`config.mk`:
```
export PLATFORM = sky130hd
export DESIGN_NAME = exu_pipe
export DESIGN_NICKNAME = d
export VERILOG_FILES = /design/src/rtl/exu_pkg.sv /design/src/rtl/exu_mdu_iter.sv /design/src/rtl/exu_pipe.sv
export SDC_FILE = /design/constraint.sdc
export NUM_CORES = 1
export LEC_CHECK = 0
export CORE_UTILIZATION = 52
export CTS_BUF_LIST = sky130_fd_sc_hd__clkbuf_8
export DETAILED_ROUTE_END_ITERATION = 16
export PLACE_DENSITY = 0.79
export RECOVER_POWER = 25
export SYNTH_ARGS = -nofsm -noshare
export SYNTH_HDL_FRONTEND = slang
export SYNTH_SLANG_ARGS = --single-unit
```
`constraint.sdc`:
```
create_clock -name clk -period 2.5 [get_ports clk]
set_clock_uncertainty 0.1 [all_clocks]
set_input_delay 0.5 -clock clk [delete_from_list [all_inputs] [get_ports clk]]
set_output_delay 0.5 -clock clk [all_outputs]
set_load 0.05 [all_outputs]
```
`src/rtl/exu_pkg.sv`:
```
// exu_pkg: op codes, FSM state type and MDU op classification shared by the execute unit.
`default_nettype none

package exu_pkg;

  typedef enum logic [4:0] {
    OP_AND    = 5'd0,
    OP_OR     = 5'd1,
    OP_XOR    = 5'd2,
    OP_ADD    = 5'd3,
    OP_SUB    = 5'd4,
    OP_SLL    = 5'd5,
    OP_SRL    = 5'd6,
    OP_SRA    = 5'd7,
    OP_SLT    = 5'd8,
    OP_SLTU   = 5'd9,
    OP_EQU    = 5'd10,
    OP_MUL    = 5'd11,
    OP_MULH   = 5'd12,
    OP_MULHSU = 5'd13,
    OP_MULHU  = 5'd14,
    OP_DIV    = 5'd15,
    OP_DIVU   = 5'd16,
    OP_REM    = 5'd17,
    OP_REMU   = 5'd18
  } op_e;

  typedef enum logic [1:0] {
    ST_IDLE = 2'd0,
    ST_ITER = 2'd1,
    ST_HOLD = 2'd2
  } state_e;

  function automatic logic is_mdu_op(input logic [4:0] op);
    return (op >= 5'd11) && (op <= 5'd18);
  endfunction

endpackage

`default_nettype wire

```
`src/rtl/exu_mdu_iter.sv`:
```
// exu_mdu_iter: one-bit-per-step shift-add multiplier / restoring divider on operand magnitudes.
`default_nettype none

module exu_mdu_iter
  import exu_pkg::*;
#(
  parameter int XLEN = 32
) (
  input  logic            clk,
  input  logic            rst_n,
  input  logic            start_i,
  input  logic            step_i,
  input  logic [4:0]      op_i,
  input  logic [XLEN-1:0] src1_i,
  input  logic [XLEN-1:0] src2_i,
  output logic            done_o,
  output logic [XLEN-1:0] result_o
);

  localparam int CW = $clog2(XLEN);

  logic [CW-1:0]     cnt_q;
  logic [XLEN-1:0]   hi_q, lo_q, opd_q, src1_q;
  logic [4:0]        op_q;
  logic              neg_q, rneg_q, dz_q;

  logic              a_sgn, b_sgn, is_div_q;
  logic [XLEN-1:0]   a_mag, b_mag, q_fix, r_fix;
  logic [XLEN:0]     shl, diff, sum;
  logic [2*XLEN-1:0] prod_fix;

  always_comb begin
    a_sgn = src1_i[XLEN-1] && (op_i == OP_MULH || op_i == OP_MULHSU ||
                               op_i == OP_DIV  || op_i == OP_REM);
    b_sgn = src2_i[XLEN-1] && (op_i == OP_MULH || op_i == OP_DIV || op_i == OP_REM);
    a_mag = a_sgn ? -src1_i : src1_i;
    b_mag = b_sgn ? -src2_i : src2_i;
  end

  // hi holds the partial remainder (div) or upper product (mul); lo the quotient or multiplier.
  assign is_div_q = (op_q >= OP_DIV);
  assign shl      = {hi_q, lo_q[XLEN-1]};
  assign diff     = shl - {1'b0, opd_q};
  assign sum      = {1'b0, hi_q} + (lo_q[0] ? {1'b0, opd_q} : '0);
  assign done_o   = step_i && (cnt_q == CW'(XLEN - 1));

  always_ff @(posedge clk or negedge rst_n) begin
    if (!rst_n) begin
      cnt_q  <= '0;
      hi_q   <= '0;
      lo_q   <= '0;
      opd_q  <= '0;
      src1_q <= '0;
      op_q   <= '0;
      neg_q  <= 1'b0;
      rneg_q <= 1'b0;
      dz_q   <= 1'b0;
    end else if (start_i) begin
      cnt_q  <= '0;
      hi_q   <= '0;
      lo_q   <= a_mag;
      opd_q  <= b_mag;
      src1_q <= src1_i;
      op_q   <= op_i;
      neg_q  <= a_sgn ^ b_sgn;
      rneg_q <= a_sgn;
      dz_q   <= (src2_i == '0);
    end else if (step_i) begin
      cnt_q <= done_o ? '0 : cnt_q + CW'(1);
      if (is_div_q) begin
        if (!diff[XLEN]) begin
          hi_q <= diff[XLEN-1:0];
          lo_q <= {lo_q[XLEN-2:0], 1'b1};
        end else begin
          hi_q <= shl[XLEN-1:0];
          lo_q <= {lo_q[XLEN-2:0], 1'b0};
        end
      end else begin
        {hi_q, lo_q} <= {sum, lo_q[XLEN-1:1]};
      end
    end
  end

  always_comb begin
    prod_fix = neg_q ? -{hi_q, lo_q} : {hi_q, lo_q};
    q_fix    = neg_q ? -lo_q : lo_q;
    r_fix    = rneg_q ? -hi_q : hi_q;
    result_o = '0;
    case (op_q)
      OP_MUL:                        result_o = prod_fix[XLEN-1:0];
      OP_MULH, OP_MULHSU, OP_MULHU:  result_o = prod_fix[2*XLEN-1:XLEN];
      OP_DIV, OP_DIVU:               result_o = dz_q ? '1 : q_fix;
      OP_REM, OP_REMU:               result_o = dz_q ? src1_q : r_fix;
      default:                       result_o = '0;
    endcase
  end

endmodule

`default_nettype wire

```
`src/rtl/exu_pipe.sv`:
```
// exu_pipe: handshaked execute unit, single-cycle ALU into a registered result stage.
// Define EXU_MDU_EN to add the iterative multiply/divide path (otherwise MDU ops are illegal).
`default_nettype none

module exu_pipe
  import exu_pkg::*;
#(
  parameter int XLEN   = 32,
  parameter int OP_W   = 5,
  parameter int REG_AW = 5
) (
  input  logic              clk,
  input  logic              rst_n,
  input  logic              enable,
  input  logic              in_valid,
  output logic              in_ready,
  input  logic [XLEN-1:0]   in_pc,
  input  logic [OP_W-1:0]   in_op,
  input  logic [XLEN-1:0]   in_src1,
  input  logic [XLEN-1:0]   in_src2,
  input  logic              in_reg_wen,
  input  logic [REG_AW-1:0] in_reg_waddr,
  output logic              out_valid,
  input  logic              out_ready,
  output logic [XLEN-1:0]   out_pc,
  output logic [XLEN-1:0]   out_res,
  output logic              out_reg_wen,
  output logic [REG_AW-1:0] out_reg_waddr,
  output logic              out_illegal,
  output logic              busy
);

  localparam int SHW = $clog2(XLEN);

  state_e              state_q, state_d;
  logic                out_valid_q, out_wen_q, out_ill_q;
  logic [XLEN-1:0]     out_pc_q, out_res_q;
  logic [REG_AW-1:0]   out_waddr_q;

  logic                out_free, accept, op_hi_ok, mdu_sel, alu_ill;
  logic [4:0]          op5;
  logic [SHW-1:0]      sh;
  logic [XLEN-1:0]     alu_res;

  assign out_free = !out_valid_q || out_ready;
  assign in_ready = enable && (state_q == ST_IDLE) && out_free;
  assign accept   = in_valid && in_ready;
  assign op5      = in_op[4:0];
  assign op_hi_ok = ((in_op >> 5) == '0);
  assign sh       = in_src2[SHW-1:0];

  always_comb begin
    alu_res = '0;
    alu_ill = 1'b0;
    if (!op_hi_ok) begin
      alu_ill = 1'b1;
    end else begin
      case (op_e'(op5))
        OP_AND:  alu_res = in_src1 & in_src2;
        OP_OR:   alu_res = in_src1 | in_src2;
        OP_XOR:  alu_res = in_src1 ^ in_src2;
        OP_ADD:  alu_res = in_src1 + in_src2;
        OP_SUB:  alu_res = in_src1 - in_src2;
        OP_SLL:  alu_res = in_src1 << sh;
        OP_SRL:  alu_res = in_src1 >> sh;
        OP_SRA:  alu_res = $signed(in_src1) >>> sh;
        OP_SLT:  alu_res = {{(XLEN-1){1'b0}}, ($signed(in_src1) < $signed(in_src2))};
        OP_SLTU: alu_res = {{(XLEN-1){1'b0}}, (in_src1 < in_src2)};
        OP_EQU:  alu_res = {{(XLEN-1){1'b0}}, (in_src1 == in_src2)};
        default: alu_ill = 1'b1;
      endcase
    end
  end

`ifdef EXU_MDU_EN
  logic              mdu_done;
  logic [XLEN-1:0]   mdu_res, pend_pc_q;
  logic              pend_wen_q;
  logic [REG_AW-1:0] pend_waddr_q;

  assign mdu_sel = op_hi_ok && is_mdu_op(op5);

  exu_mdu_iter #(.XLEN(XLEN)) u_mdu (
    .clk      (clk),
    .rst_n    (rst_n),
    .start_i  (accept && mdu_sel),
    .step_i   (enable && (state_q == ST_ITER)),
    .op_i     (op5),
    .src1_i   (in_src1),
    .src2_i   (in_src2),
    .done_o   (mdu_done),
    .result_o (mdu_res)
  );

  // Tags wait here so the out register can keep presenting the previous result.
  always_ff @(posedge clk or negedge rst_n) begin
    if (!rst_n) begin
      pend_pc_q    <= '0;
      pend_wen_q   <= 1'b0;
      pend_waddr_q <= '0;
    end else if (accept && mdu_sel) begin
      pend_pc_q    <= in_pc;
      pend_wen_q   <= in_reg_wen;
      pend_waddr_q <= in_reg_waddr;
    end
  end
`else
  assign mdu_sel = 1'b0;
`endif

  always_comb begin
    state_d = state_q;
`ifdef EXU_MDU_EN
    case (state_q)
      ST_IDLE: if (accept && mdu_sel)     state_d = ST_ITER;
      ST_ITER: if (mdu_done)              state_d = ST_HOLD;
      ST_HOLD: if (enable && out_free)    state_d = ST_IDLE;
      default:                            state_d = ST_IDLE;
    endcase
`endif
  end

  always_ff @(posedge clk or negedge rst_n) begin
    if (!rst_n) state_q <= ST_IDLE;
    else        state_q <= state_d;
  end

  always_ff @(posedge clk or negedge rst_n) begin
    if (!rst_n) begin
      out_valid_q <= 1'b0;
      out_pc_q    <= '0;
      out_res_q   <= '0;
      out_wen_q   <= 1'b0;
      out_waddr_q <= '0;
      out_ill_q   <= 1'b0;
    end else if (accept && !mdu_sel) begin
      out_valid_q <= 1'b1;
      out_pc_q    <= in_pc;
      out_res_q   <= alu_res;
      out_wen_q   <= in_reg_wen;
      out_waddr_q <= in_reg_waddr;
      out_ill_q   <= alu_ill;
`ifdef EXU_MDU_EN
    end else if ((state_q == ST_HOLD) && enable && out_free) begin
      out_valid_q <= 1'b1;
      out_pc_q    <= pend_pc_q;
      out_res_q   <= mdu_res;
      out_wen_q   <= pend_wen_q;
      out_waddr_q <= pend_waddr_q;
      out_ill_q   <= 1'b0;
`endif
    end else if (out_ready) begin
      out_valid_q <= 1'b0;
    end
  end

  assign out_valid     = out_valid_q;
  assign out_pc        = out_pc_q;
  assign out_res       = out_res_q;
  assign out_reg_wen   = out_wen_q;
  assign out_reg_waddr = out_waddr_q;
  assign out_illegal   = out_ill_q;
  assign busy          = (state_q != ST_IDLE);

endmodule

`default_nettype wire

```
==> reports/metrics.yaml, run 1 <==
logic_synthesis:
  syn_area_um2: 12300
  synth_enable_flop_cells: 0
  yosysSeqAreaShare: 0.147
  synthesis.nets: 1735
  syn_inst: 1518
  synthFlopType: "dfrtp_1"
  synth_area_per_cell_um2: 8.08
  synth_seq_cells: 72
  ys_types: 94
  ys_warn_count: 0
  synthArstFlopShare: 1.00
run_status:
  status: "stopped before the end"
  first-error: "[ERROR GRT-0232] Routing congestion too high. Check the congestion heatmap in the GUI."
  haltStage: "global routing (5_1_grt)"
placement:
  dp_hpwl_um: 48400
  gp_congestion: 1.15
  port_buffers: 184
  dp_cells: 2395
floorplan:
  rows: 55
  die_w_um: 156
  start_util: 0.537
  ioPinCount: 186
  die_h_um: 156
clocking:
  cts_root_buffer: "clkbuf_8"
  htreeDepth: 3
  clock-sinks: 72
  clock_path_buffers: 2
  cts_inserted_buffers: 9
grt:
  grt.overflow.total: 612
  grt_util_all_layers: 0.901
  grt_start_max_net_pins: 67
-- stage by stage --
step / cell area, µm² / worst slack [ns] / utilization
detailed placement: 18000 / -1.40 / 0.788
global placement: 18000 / -1.25 / 0.788
floorplan: 12600 / -0.566 / -
CTS: 20700 / -0.290 / 0.906
-- synth_stat cells, drive strengths merged (7+ instances only) --
library cell,number,share of area
dfrtp,72,0.15
mux4,66,0.12
ha,103,0.11
nor2b,24,0.012
nand2,112,0.034
o21bai,17,0.010
a31oi,19,0.0097
a21oi,125,0.051
nand3,32,0.013
nor4,19,0.010
nor2,154,0.047
o31ai,21,0.014
o211ai,23,0.014
and2,12,0.0063
a22o,10,0.0071
nor3,42,0.018
a2111oi,7,0.0070
o22ai,20,0.010
nand4,7,0.0036
o21ai,77,0.031
a211oi,28,0.018
buf,60,0.029
and3,10,0.0051
a22oi,8,0.0049
xnor2,11,0.0079
mux2i,40,0.033
o21a,12,0.0073
inv,101,0.031
nand2b,15,0.0077
a21o,20,0.012
mux2,51,0.047
o2111ai,10,0.0077
or3,15,0.0077
clkbuf,58,0.018
a221oi,10,0.0082
-- per-layer routing --
metal / overflow / GRT usage
met1: 19 / 0.859
met2: 361 / 1.05
met3: 27 / 0.788
met4: 196 / 0.951
met5: 9 / 0.623
-- logic make-up after synthesis --
| kind of cell | after synthesis | synth area share |
|---|---|---|
| AOI/OAI and AO/OA | 485 | 0.272 |
| xor gates and xnor gates | 15 | 0.0107 |
| adders and majority gates | 105 | 0.108 |
| buffers and inverters | 220 | 0.0781 |
| DFF | 72 | 0.147 |
| muxes | 157 | 0.204 |
| other | 1 | 0.000306 |
| and+or+nand+nor | 463 | 0.180 |
-- what timing repair did --
action / in CTS
hold buffers: 1
gates resized for setup: 577
pin swaps: 148
endpoints found under the hold margin: 36
buffers inserted: 77
setup endpoints to repair: 32
cloned: 14
==> run 2: changes to the inputs <==
--- a/config.mk
+++ b/config.mk
@@ -5,10 +5,9 @@
 export SDC_FILE = /design/constraint.sdc
 export NUM_CORES = 1
 export LEC_CHECK = 0
-export CORE_UTILIZATION = 52
-export CTS_BUF_LIST = sky130_fd_sc_hd__clkbuf_8
+export CORE_UTILIZATION = 40
 export DETAILED_ROUTE_END_ITERATION = 16
-export PLACE_DENSITY = 0.79
+export PLACE_DENSITY_LB_ADDON = 0.15
 export RECOVER_POWER = 25
 export SYNTH_ARGS = -nofsm -noshare
 export SYNTH_HDL_FRONTEND = slang
==> constraint.sdc (replaced) <==
create_clock -name clk -period 3.2 [get_ports clk]
set_clock_uncertainty 0.1 [all_clocks]
set_input_delay 0.64 -clock clk [delete_from_list [all_inputs] [get_ports clk]]
set_output_delay 0.64 -clock clk [all_outputs]
set_load 0.05 [all_outputs]
==> reports/metrics.yaml, run 2 <==
timing:
  rsz0062_at_grt: "yes"
  setup_viol: 1
  max_freq_mhz: 310
  final_max_slew_viol_count: 73
  tightestPinTransition_ns: 1.97
  hold_violations: 0
  period_needed_ns: 3.22
  hold_slack_ns: 0.376
  setup_ws_ns: -0.0249
  relSlewSlack: -0.311
  finalCritPeriodShare: 1.01
power_and_ir_drop:
  ir_drop_v: 0.000254
  leakagePower_uw: 0.00872
  p_int_uw: 3380
  power_density_nw_per_um2: 302
  p_clk_frac: 0.205
  power_frac_seq: 0.186
  combPwrFrac: 0.609
  p_sw_frac: 0.427
  power.total_uw: 5900
  p_switching_uw: 2520
floorplan:
  die_w_um: 177
  core_area_um2: 29900
  rows: 63
  die_h_um: 177
  ioPinCount: 186
  start_util: 0.410
  dieArea_um2: 31300
logic_synthesis:
  synth_seq_cells: 72
  synthesis.nets: 1735
  synthArstFlopShare: 1.00
  ys_warn_count: 0
  ys_types: 94
  synth_area_per_cell_um2: 8.08
  synth_enable_flop_cells: 0
  synthFlopType: "dfrtp_1"
  synth.top_cells.by_area: "dfrtp_1 15%, mux4_2 11%, ha_1 11%"
  yosysSeqAreaShare: 0.147
  syn_area_um2: 12300
  syn_inst: 1518
  synth.most_common_cell: "nor2_1"
  synth_top_area_cell: "dfrtp_1"
  synthTopCellsByCount: "154 x nor2_1, 124 x a21oi_1, 112 x nand2_1"
  synth_top_area_share: 0.147
critical_path:
  crit_top_cell: "buf_4"
  r2r_start: "out_valid"
  crit_required_ns: 3.38
  cpPeakStageDelay_ns: 0.54
  startpoint_type: "input pin"
  cp_slowest_cell: "a2111oi_4"
  worstPathArrival_ns: 3.41
  startpoint: "in_src1[2]"
  cp_cell_sequence: "dlygate4sd2_1, inv_2, ha_4, buf_4, nor3_4, nand2_2, a21oi_4, o311ai_4, a2111oi_4, buf_4, nor3_2, or4_1, nand3_1"
  crit_fanout: 4
  worstSetupPathType: "input pin to flip-flop"
  endpoint_kind: "flip-flop"
grt:
  antenna_found_initial: 0
  grt_util_all_layers: 0.408
  grt.overflow.total: 0
  grt_start_max_net_pins: 73
  grt_pass1_vias: 15300
  grt_pass1_wl_um: 95000
clocking:
  htreeDepth: 3
  clock-sinks: 72
  path_clk_slew_ns: 0.06
  clk_latency_ns: 0.35
  cts_tree: "yes"
  cts_inserted_buffers: 9
  cts_root_buffer: "clkbuf_16"
  clock_path_buffers: 2
layout:
  area_growth_pct: 59.3
  final_util: 0.654
  layout-drive-gt1-share: 0.405
  most-common-layout-cells: "517 x buf_4, 145 x nor2_1, 134 x clkdlybuf4s50_1, 111 x a21oi_1, 109 x nand2_1"
  fillers: 2581
  final_common_cell: "buf_4"
  multi_input_area_um2: 10500
  antenna_cells: 0
  final_area_um2: 19500
  fin_nets: 2349
  seqCellArea_um2: 1800
route:
  routed-via-count: 15700
  remaining_drc_errors: 0
  wl_per_cell_um: 25.7
  m1WireLength_um: 24800
  drt_iter0_drc: 1822
  maxUsedRoutingLayer: "met4"
  wl_met3_um: 6390
  finalWirelength_um: 65000
  drtPass1Iterations: 5
  viasPerCell: 6.23
  ant_nets: 0
  wl_met2_um: 29200
run_status:
  violations: "capacitance limit, slew limit, setup timing"
  status: "complete, but fails checks"
min_path:
  hold_start: "out_res[1]"
  hp-class: "flip-flop to flip-flop"
placement:
  post-place-ws_ns: -0.975
  port_buffers: 184
  dpl_cell_area_um2: 17900
  dp_hpwl_um: 52200
  gp_congestion: 1.06
run:
  maxCapViolations: 1
==> run 2: cell counts after synthesis <==
Identical to the previous run, type by type.
==> run 2: path summary, 6_finish.rpt <==
check,to,slack [ns],cells after the start
hold reg to reg,out_res[1],0.38,2
hold / removal,out_res[1],0.38,2
max in group asynchronous,out_res[1],1.09,1
setup reg to reg,out_res[30],0.60,10
min in group asynchronous,out_pc[7],0.74,1
setup / recovery,out_res[31],-0.02,13
==> run 2: power by group through the flow <==
| stage | registers (µW) | logic, µW | clock network (µW) |
|---|---|---|---|
| final | 1100 | 3600 | 1210 |
| after global placement | 1100 | 3240 | 0 |
| after CTS | 1100 | 3430 | 1220 |
| after detailed placement | 1110 | 3260 | 0 |
| after global routing | 1110 | 3760 | 1250 |
| after floorplan | 1530 | 1280 | 0 |
==> run 2: what timing repair did <==
item	in CTS	in global routing
setup endpoints to repair	29	29
gates cloned	0	0
resized for setup	163	125
pin swaps	44	48
hold buffers	0	0
setup buffers	24	13
==> run 2: per-layer routing <==
metal / global-route usage / vias up
li1: - / 6930
met1: 0.512 / 7620
met2: 0.634 / 1003
met3: 0.0893 / 193
met4: 0.254 / 0
met5: 0 / -
==> run 2: final cells by class <==
type / instances / share of cell area
tap: 390 / 0.0250
clock inverter: 6 / 0.00589
inverter: 102 / 0.0208
timing repair buffer: 721 / 0.306
multi-input combinational: 1226 / 0.539
clock buffer: 10 / 0.0117
sequential: 72 / 0.0923
==> run 2: per-stage QoR <==
stage | TNS (ns) | instances
detailed placement | -20.05 | 2474
CTS | -0.00386 | 2514
global route | -0.190 | 2527
finish | -0.0249 | 2527
global placement | -19.18 | 2474
floorplan | -0.0103 | 1518
==> run 2: kinds of logic after synthesis <==
kind of cell / share of synthesized area
AOI/OAI and AO/OA: 0.272
and+or+nand+nor: 0.180
buffers and inverters: 0.0781
muxes: 0.204
adders and majority gates: 0.108
DFF: 0.147
xor gates and xnor gates: 0.0107
other: 0.000306
==> run 2: critical path: cells and delay by family <==
kind	cells	cell delay [ns]
fa+ha+maj	1	0.23
buf+inv	4	0.69
simple gates	5	0.96
compound gates	3	0.88
(Power assumes the default switching activity.)
